`src/rtl/ex_mem_stage.sv`:
```
// Execute stage and EX/MEM pipeline register: ALU control decode, ALU, branch target and
// destination select. The results are registered with pass-through WB/M control and a valid bit.
module ex_mem_stage #(
    parameter int unsigned DATA_W = 32,
    parameter int unsigned REG_W  = 5
) (
    input  logic              clk,
    input  logic              rst_n,
    input  logic              valid_in,
    input  logic              stall,
    input  logic              flush,
    input  logic [1:0]        wb_ctl,
    input  logic [2:0]        m_ctl,
    input  logic              regdst,
    input  logic              alusrc,
    input  logic [1:0]        aluop,
    input  logic [DATA_W-1:0] npc,
    input  logic [DATA_W-1:0] rdata1,
    input  logic [DATA_W-1:0] rdata2,
    input  logic [DATA_W-1:0] s_extend,
    input  logic [REG_W-1:0]  instr_2016,
    input  logic [REG_W-1:0]  instr_1511,
    output logic [1:0]        wb_ctlout,
    output logic [2:0]        m_ctlout,
    output logic [DATA_W-1:0] add_result,
    output logic              zero,
    output logic [DATA_W-1:0] alu_result,
    output logic [DATA_W-1:0] rdata2out,
    output logic [REG_W-1:0]  muxout,
    output logic              valid_out
);

    localparam logic [3:0] CtlAnd = 4'b0000;
    localparam logic [3:0] CtlOr  = 4'b0001;
    localparam logic [3:0] CtlAdd = 4'b0010;
    localparam logic [3:0] CtlSub = 4'b0110;
    localparam logic [3:0] CtlSlt = 4'b0111;
    localparam logic [3:0] CtlNop = 4'b1111;

    logic [3:0]        ctl;
    logic [DATA_W-1:0] alu_b;
    logic [DATA_W-1:0] alu_d;
    logic [DATA_W-1:0] target_d;
    logic [REG_W-1:0]  dest_d;

    logic [1:0]        wb_q;
    logic [2:0]        m_q;
    logic [DATA_W-1:0] add_q;
    logic              zero_q;
    logic [DATA_W-1:0] alu_q;
    logic [DATA_W-1:0] rdata2_q;
    logic [REG_W-1:0]  mux_q;
    logic              valid_q;

    always_comb begin
        ctl = CtlNop;
        unique case (aluop)
            2'b00: ctl = CtlAdd;
            2'b01: ctl = CtlSub;
            2'b11: ctl = CtlAdd;
            2'b10: begin
                case (s_extend[5:0])
                    6'b100000: ctl = CtlAdd;
                    6'b100010: ctl = CtlSub;
                    6'b100100: ctl = CtlAnd;
                    6'b100101: ctl = CtlOr;
                    6'b101010: ctl = CtlSlt;
                    default:   ctl = CtlNop;
                endcase
            end
            default: ctl = CtlNop;
        endcase
    end

    always_comb begin
        alu_b = alusrc ? s_extend : rdata2;
        alu_d = '0;
        case (ctl)
            CtlAdd:  alu_d = rdata1 + alu_b;
            CtlSub:  alu_d = rdata1 - alu_b;
            CtlAnd:  alu_d = rdata1 & alu_b;
            CtlOr:   alu_d = rdata1 | alu_b;
            CtlSlt:  alu_d = {{(DATA_W-1){1'b0}}, ($signed(rdata1) < $signed(alu_b))};
            default: alu_d = '0;
        endcase
    end

    assign target_d = npc + {s_extend[DATA_W-3:0], 2'b00};
    assign dest_d   = regdst ? instr_1511 : instr_2016;

    // Flush clears only the control/valid bits; data registers are don't-care behind a bubble.
    always_ff @(posedge clk) begin
        if (!rst_n) begin
            wb_q     <= '0;
            m_q      <= '0;
            add_q    <= '0;
            zero_q   <= 1'b0;
            alu_q    <= '0;
            rdata2_q <= '0;
            mux_q    <= '0;
            valid_q  <= 1'b0;
        end else if (flush) begin
            wb_q    <= '0;
            m_q     <= '0;
            valid_q <= 1'b0;
        end else if (!stall) begin
            wb_q     <= valid_in ? wb_ctl : 2'b00;
            m_q      <= valid_in ? m_ctl : 3'b000;
            add_q    <= target_d;
            zero_q   <= (alu_d == '0);
            alu_q    <= alu_d;
            rdata2_q <= rdata2;
            mux_q    <= dest_d;
            valid_q  <= valid_in;
        end
    end

    assign wb_ctlout  = wb_q;
    assign m_ctlout   = m_q;
    assign add_result = add_q;
    assign zero       = zero_q;
    assign alu_result = alu_q;
    assign rdata2out  = rdata2_q;
    assign muxout     = mux_q;
    assign valid_out  = valid_q;

endmodule

```
`config.mk`:
```
export PLATFORM = sky130hd
export DESIGN_NAME = ex_mem_stage
export DESIGN_NICKNAME = d
export VERILOG_FILES = /design/src/rtl/ex_mem_stage.sv
export SDC_FILE = /design/constraint.sdc
export NUM_CORES = 1
export LEC_CHECK = 0
export ABC_CLOCK_PERIOD_IN_PS = 6800
export CORE_UTILIZATION = 47
export DETAILED_ROUTE_END_ITERATION = 6
export GPL_TIMING_DRIVEN = 0
export MAX_ROUTING_LAYER = met4
export PLACE_DENSITY_LB_ADDON = 0.2
export SYNTH_ARGS = -nofsm -noshare
export SYNTH_HDL_FRONTEND = slang
export SYNTH_SLANG_ARGS = --single-unit
```
`constraint.sdc`:
```
create_clock -name clk -period 6.8 [get_ports clk]
set_clock_uncertainty 0.2 [all_clocks]
set_input_delay 1.36 -clock clk [delete_from_list [all_inputs] [get_ports clk]]
set_output_delay 1.36 -clock clk [all_outputs]
set_load 0.01 [all_outputs]
```
## Word level (Yosys, flattened, before mapping)

Index checks and enable logic that the tools add are counted.

| word-level totals | value |
|---|---|
| flip-flop bits (word level) | 108 |
| latch bits | 0 |
| bits in writable memories | 0 |
| memory bits (read-only) | 0 |
| bits of input ports | 152 |
| output and inout bits | 108 |
| word-level logic and storage cells | 42 |
| memories kept | 0 |

| operators by class | value |
|---|---|
| add/sub/neg operators | 3 |
| $mul | 0 |
| divide/modulo/power cells | 0 |
| $lt $le $gt $ge | 1 |
| eq/ne operators | 12 |
| shift-type cells | 0 |
| mux-type cells | 7 |
| bitwise operators | 5 |
| reduce and logical (&&, ||, !) cells | 6 |

Operators with widths:

| kind | count |
|---|---|
| 32-bit one-hot mux with 5 select lines | 1 |
| 32-bit adder | 2 |
| 32-bit bitwise AND | 1 |
| 32-bit zero test | 1 |
| 32-bit less-than comparator | 1 |
| 32-bit two-way mux | 1 |
| 32-bit OR | 1 |
| 32-bit subtractor | 1 |
| 6-bit equality test, second input constant | 5 |
| 4-bit one-hot mux with 5 select lines | 1 |
| 4-bit one-hot mux with 3 select lines | 1 |
| 4-bit by 3-bit equality test with 1-bit output, second input constant | 2 |
| 5-bit two-way mux | 1 |
| 2-bit equality test, second input constant | 2 |
| 4-bit by 1-bit equality test with 1-bit output, second input constant | 1 |
| 4-bit by 2-bit equality test with 1-bit output, second input constant | 1 |
| 4-bit zero test | 1 |
| 2-bit OR reduction | 2 |
| 3-bit two-way mux | 1 |
| 1-bit inverter | 3 |
| 2-bit by 1-bit equality test with 1-bit output, second input constant | 1 |
| 2-bit zero test | 1 |
| 2-bit two-way mux | 1 |
| 2-bit AND reduction | 1 |

## Logic depth before layout (Yosys ltp)

| logic depth | value |
|---|---|
| depth in word-level cells | 6 |
| gate-level depth with buffers | 19 |
| gate-level depth less buffers | 17 |

## Worst setup path after synthesis

OpenSTA, ideal clock, no wires.

| timing | value |
|---|---|
| kind | input port to flip-flop |
| start point | in alusrc |
| end point | reg zero_q, in the netlist zero |
| setup time | 0.061 ns |
| arrival time | 5.374 ns |
| required time | 6.539 ns |
| slack | 1.165 ns |
| stages on the path | 18 |
| buffers on the path | 2 |
| path through | clkbuf_1 > buf_1 > mux2i_1 > inv_1 > ha_1 > fa_1 > o21bai_1 > o211ai_1 > a211oi_2 > o21bai_1 > a311o_1 > mux2_1 > a22oi_1 > nand4_1 > nor4_2 > nand4_1 > nor4_1 > a32o_1 |

| between the ends | value |
|---|---|
| word-level cells in the longest chain between the ends | 4 |
| elaborated cells on any way between the ends | 8 |
| those cells by class | add/sub (2); order compare (1); mux (2); bitwise (2); reduce/logical (1) |

RTL lines:

| item | RTL line | text |
|---|---|---|
| start: declaration | 15 | `input logic alusrc,` |
| 32-bit two-way mux (*) | 76 | `alu_b = alusrc ? s_extend : rdata2;` |
| 32-bit subtractor, or another cell as far along | 80 | `CtlSub: alu_d = rdata1 - alu_b;` |
| 32-bit one-hot mux with 5 select lines (*) | 78 | `case (ctl)` |
| 32-bit zero test (*) | 110 | `zero_q <= (alu_d == '0);` |
| end signal: assignment | 110 |  |
| end: declaration | 49 | `logic zero_q;` |

Mark *: on every way between the ends. The rest lies on a longest branch, timed or not.
A chain may end at the register's enable or synchronous reset.

## Worst setup path after layout

Same ends and word-level chain as after synthesis.

==> results.py <==
metrics = {
    "pwr": {
        "p_sw_uw": 903.0,
        "p_leak_nw": 6.019,
        "powerDensity_nw_per_um2": 169.2,
        "vdd_drop_max_mv": 0.1326,
        "pwr-share-comb": 0.456,
        "clkPwrFrac": 0.252,
        "power.share.switching": 0.3780,
        "finalPower_mw": 2.389,
        "p_seq_frac": 0.291,
        "power.internal_mw": 1.486,
    },
    "route": {
        "first_pass_iters": 5,
        "dr_total_vias": 12260,
        "drt-wirelength-per-cell_um": 21.60,
        "drtIter0Drc": 1097,
        "antenna_left": 0,
        "wl_mm": 43.46,
        "route.detailed.drc": 0,
        "viasPerCell": 6.091,
    },
    "clock_network": {
        "cts_inserted_buffers": 9,
        "clock_path_buffers": 2,
        "cts_tree": "yes",
        "clk_latency_ns": 0.35,
        "clkTransAtPathRegs_ns": 0.07,
        "cts_max_level": 3,
        "cts.sinks": 108,
        "cts-root-buf": "clkbuf_16",
    },
    "critical_path": {
        "cpMaxStageDelayCell": "clkdlybuf4s15_1",
        "startpoint_type": "primary input",
        "r2r_setup_slack_ns": 5.77,
        "cp.required_ns": 6.90,
        "crit_path_end_kind": "flop",
        "critPathMaxFanout": 10,
        "crit_chain": "clkbuf_1 > clkdlybuf4s15_1 > mux2i_1 > ha_1 > and2b_1 > nand3_1 > or4_1 > o21ai_2 > a21boi_1 > o21ai_1 > nand3_1 > nand4_1 > nand2b_1 > or4_1 > nor4_1 > a32o_1",
        "worstPathArrival_ns": 6.67,
        "critPathMaxStageDelay_ns": 0.75,
        "crit_type": "in -> reg",
    },
    "timing": {
        "report.final.slew_viol_count": 0,
        "timing.fmax_mhz": 152.2,
        "finalHoldViolations": 0,
        "setup_viol": 0,
        "layout_min_cycle_time_ns": 6.569,
        "relSlewSlack": 0.1483,
        "timing.final.crit_share": 0.9660,
        "tightest_slew_ns": 1.277,
    },
    "floorplan": {
        "ios": 260,
        "core_um2": 22640,
        "die_area_um2": 23700,
        "die_w_um": 154.0,
        "rows": 55,
        "initial_core_util": 0.4793,
        "die_h_um": 154.0,
    },
    "place": {
        "globalplace.congestion": 0.9662,
        "io_buffers": 256,
        "dp.cells": 1995,
        "placed_area_um2": 13770,
        "dp_hpwl_mm": 34.88,
    },
    "global_route": {
        "grt_usage": 0.3677,
        "grt_max_degree": 17,
        "antenna_found_initial": 2,
        "grt_remaining_overflow": 0,
        "grt_pass1_vias": 11450,
        "grt_pass1_wl_mm": 65.13,
    },
    "logic_synthesis": {
        "seq_area_frac_synth": 0.1992,
        "synth_top_area_frac": 0.1992,
        "ys_types": 92,
        "synth_area_leader_cell": "dfxtp_1",
        "synth_nets": 1752,
        "yosys_warnings": 0,
        "yosys-top-cells-area": "dfxtp_1, ha_1, a21oi_1",
        "ys_seq_elements": 108,
        "syn_avg_cell_area_um2": 7.463,
        "synth-main-ff-cell": "dfxtp_1",
        "synth-async-reset-ratio": 0,
        "netlist_instances": 1454,
        "synth_enable_flop_cells": 0,
        "netlist_area_um2": 10850,
    },
    "final_layout": {
        "final_cells": 2012,
        "stdcell_area_um2": 14120,
        "final_layout_size_suffix_gt1_frac": 0.03826,
        "fillers": 2103,
        "final_util": 0.6238,
        "syn_to_final_growth_pct": 30.14,
        "nets": 2019,
    },
    "hold_path": {
        "hold_class": "reg -> reg",
    },
    "outcome": {
        "status": "finished, final reports clean",
    },
    "job": {
        "maxCapViolations": 0,
    },
}
[Yosys cell counts, types with 6 or more instances]
| master | instances |
|---|---|
| nand2_1 | 162 |
| a21oi_1 | 153 |
| ha_1 | 143 |
| nor2_1 | 136 |
| inv_1 | 109 |
| dfxtp_1 | 108 |
| clkbuf_1 | 54 |
| o21ai_0 | 51 |
| mux2i_1 | 38 |
| nor3_1 | 36 |
| a21o_1 | 34 |
| a211oi_1 | 27 |
| nand3_1 | 27 |
| nand2b_1 | 26 |
| xnor2_1 | 21 |
| nand4_1 | 16 |
| buf_2 | 15 |
| o21bai_1 | 15 |
| o211ai_1 | 14 |
| o221ai_1 | 14 |
| xor2_1 | 14 |
| a31oi_1 | 13 |
| nor4_1 | 13 |
| a22oi_1 | 11 |
| o21a_1 | 11 |
| o31ai_1 | 11 |
| a221oi_1 | 10 |
| nor2b_1 | 8 |
| a211o_1 | 7 |
| a221o_1 | 7 |
| or4_1 | 7 |
| and2_1 | 6 |
| and3_1 | 6 |
| buf_1 | 6 |
| or3_1 | 6 |
[stage by stage]
stage / setup slack [ns] / hold slack [ns] / TNS, ns
6_report: 0.2312 / 0.2552 / 0
2_1_floorplan: 1.165 / 0.2761 / 0
4_1_cts: 0.2097 / 0.2521 / 0
3_3_place_gp: -0.1514 / 0.2392 / -0.1514
5_1_grt: -0.01841 / 0.2708 / -0.01841
3_5_place_dp: -0.1495 / 0.2423 / -0.1495
[repair_timing]
| action | 4_1_cts | 5_1_grt |
|---|---|---|
| hold buffers | 0 | 0 |
| endpoints found under the setup margin | 0 | 1 |
| buffers inserted | 0 | 0 |
| gates resized for setup | 0 | 7 |
[per-layer routing]
metal | up-vias | GRT usage | wire length (µm)
met5 | - | - | 0
met4 | 0 | 0.1771 | 2094
met2 | 596 | 0.5695 | 19220
li1 | 5769 | - | -
met3 | 102 | 0.05355 | 3384
met1 | 5788 | 0.4687 | 18760
[flip-flops by register name, summed over array words and instances (netlist names)]
signal	cells
wb_ctlout	2
m_ctlout	3
add_result	32
zero	1
valid_out	1
rdata2out	32
muxout	5
alu_result	32
[path summary, 6_finish.rpt]
check	from	to	depth (start not counted)
setup / recovery	alusrc	zero$_SDFFE_PN0P_	16
hold / removal	add_result[2]$_SDFFE_PN0P_	add_result[2]$_SDFFE_PN0P_	2
setup reg to reg	alu_result[23]$_SDFFE_PN0P_	alu_result[23]$_SDFFE_PN0P_	2
hold reg to reg	add_result[2]$_SDFFE_PN0P_	add_result[2]$_SDFFE_PN0P_	2
[power by group through the flow]
| stage | registers (mW) | clock network, mW | logic (mW) |
|---|---|---|---|
| final | 0.696 | 0.603 | 1.09 |
| after global routing | 0.699 | 0.633 | 1.18 |
| after CTS | 0.695 | 0.608 | 1.07 |
| after detailed placement | 0.709 | 0 | 1.06 |
| after global placement | 0.709 | 0 | 1.05 |
| after floorplan | 0.724 | 0 | 0.633 |
[area by class of cell]
| type | count | area, µm² | area share |
|---|---|---|---|
| multi-input combinational | 1158 | 7956 | 0.5634 |
| timing repair buffer | 256 | 2562 | 0.1814 |
| sequential | 108 | 2162 | 0.1531 |
| inverter | 110 | 412.9 | 0.02924 |
| tap | 285 | 356.6 | 0.02525 |
| buffer | 78 | 335.3 | 0.02374 |
| clock buffer | 11 | 232.7 | 0.01648 |
| clock inverter | 4 | 98.84 | 0.006999 |
| antenna | 2 | 5.005 | 0.0003544 |
[kinds of logic (layout without fill, tap and decap cells)]
logic type	count (synthesis)	count (layout)	synth area share
XOR/XNOR	35	35	0.02825
AND/OR/NAND/NOR	475	475	0.2040
buffers and inverters	188	459	0.06814
other	0	2	0
flip-flops	108	108	0.1992
AO/OA/AOI/OAI	462	462	0.2929
multiplexers	40	40	0.03713
adder cells (fa/ha/maj)	146	146	0.1704
[critical path, delay by kind of cell]
kind | cells | cell delay, ns
multiplexers | 1 | 0.71
AO/OA/AOI/OAI | 4 | 0.94
AND/OR/NAND/NOR | 8 | 2.21
buffers and inverters | 2 | 0.98
adder cells (fa/ha/maj) | 1 | 0.44
[cells in the final DEF, fill, tap and decap left out, drive strengths merged, types with 8 or more instances in the layout]
cell type	netlist	final
o21ai	57	57
a221oi	10	10
clkbuf	54	67
nand2b	26	26
o221ai	14	14
o211ai	15	15
a22oi	11	11
nand3	27	27
o21bai	15	15
nor3	36	36
inv	110	110
o31ai	13	13
a21oi	155	155
a31oi	14	14
ha	143	143
dfxtp	108	108
xnor2	21	21
nand2	163	163
nor4	14	14
xor2	14	14
mux2i	38	38
o21a	11	11
a211oi	30	30
clkdlybuf4s50	0	256
a21o	34	34
nand4	16	16
or4	8	8
nor2	138	138
nor2b	8	8
buf	24	21
No activity file was read; power rests on OpenSTA's default activity.
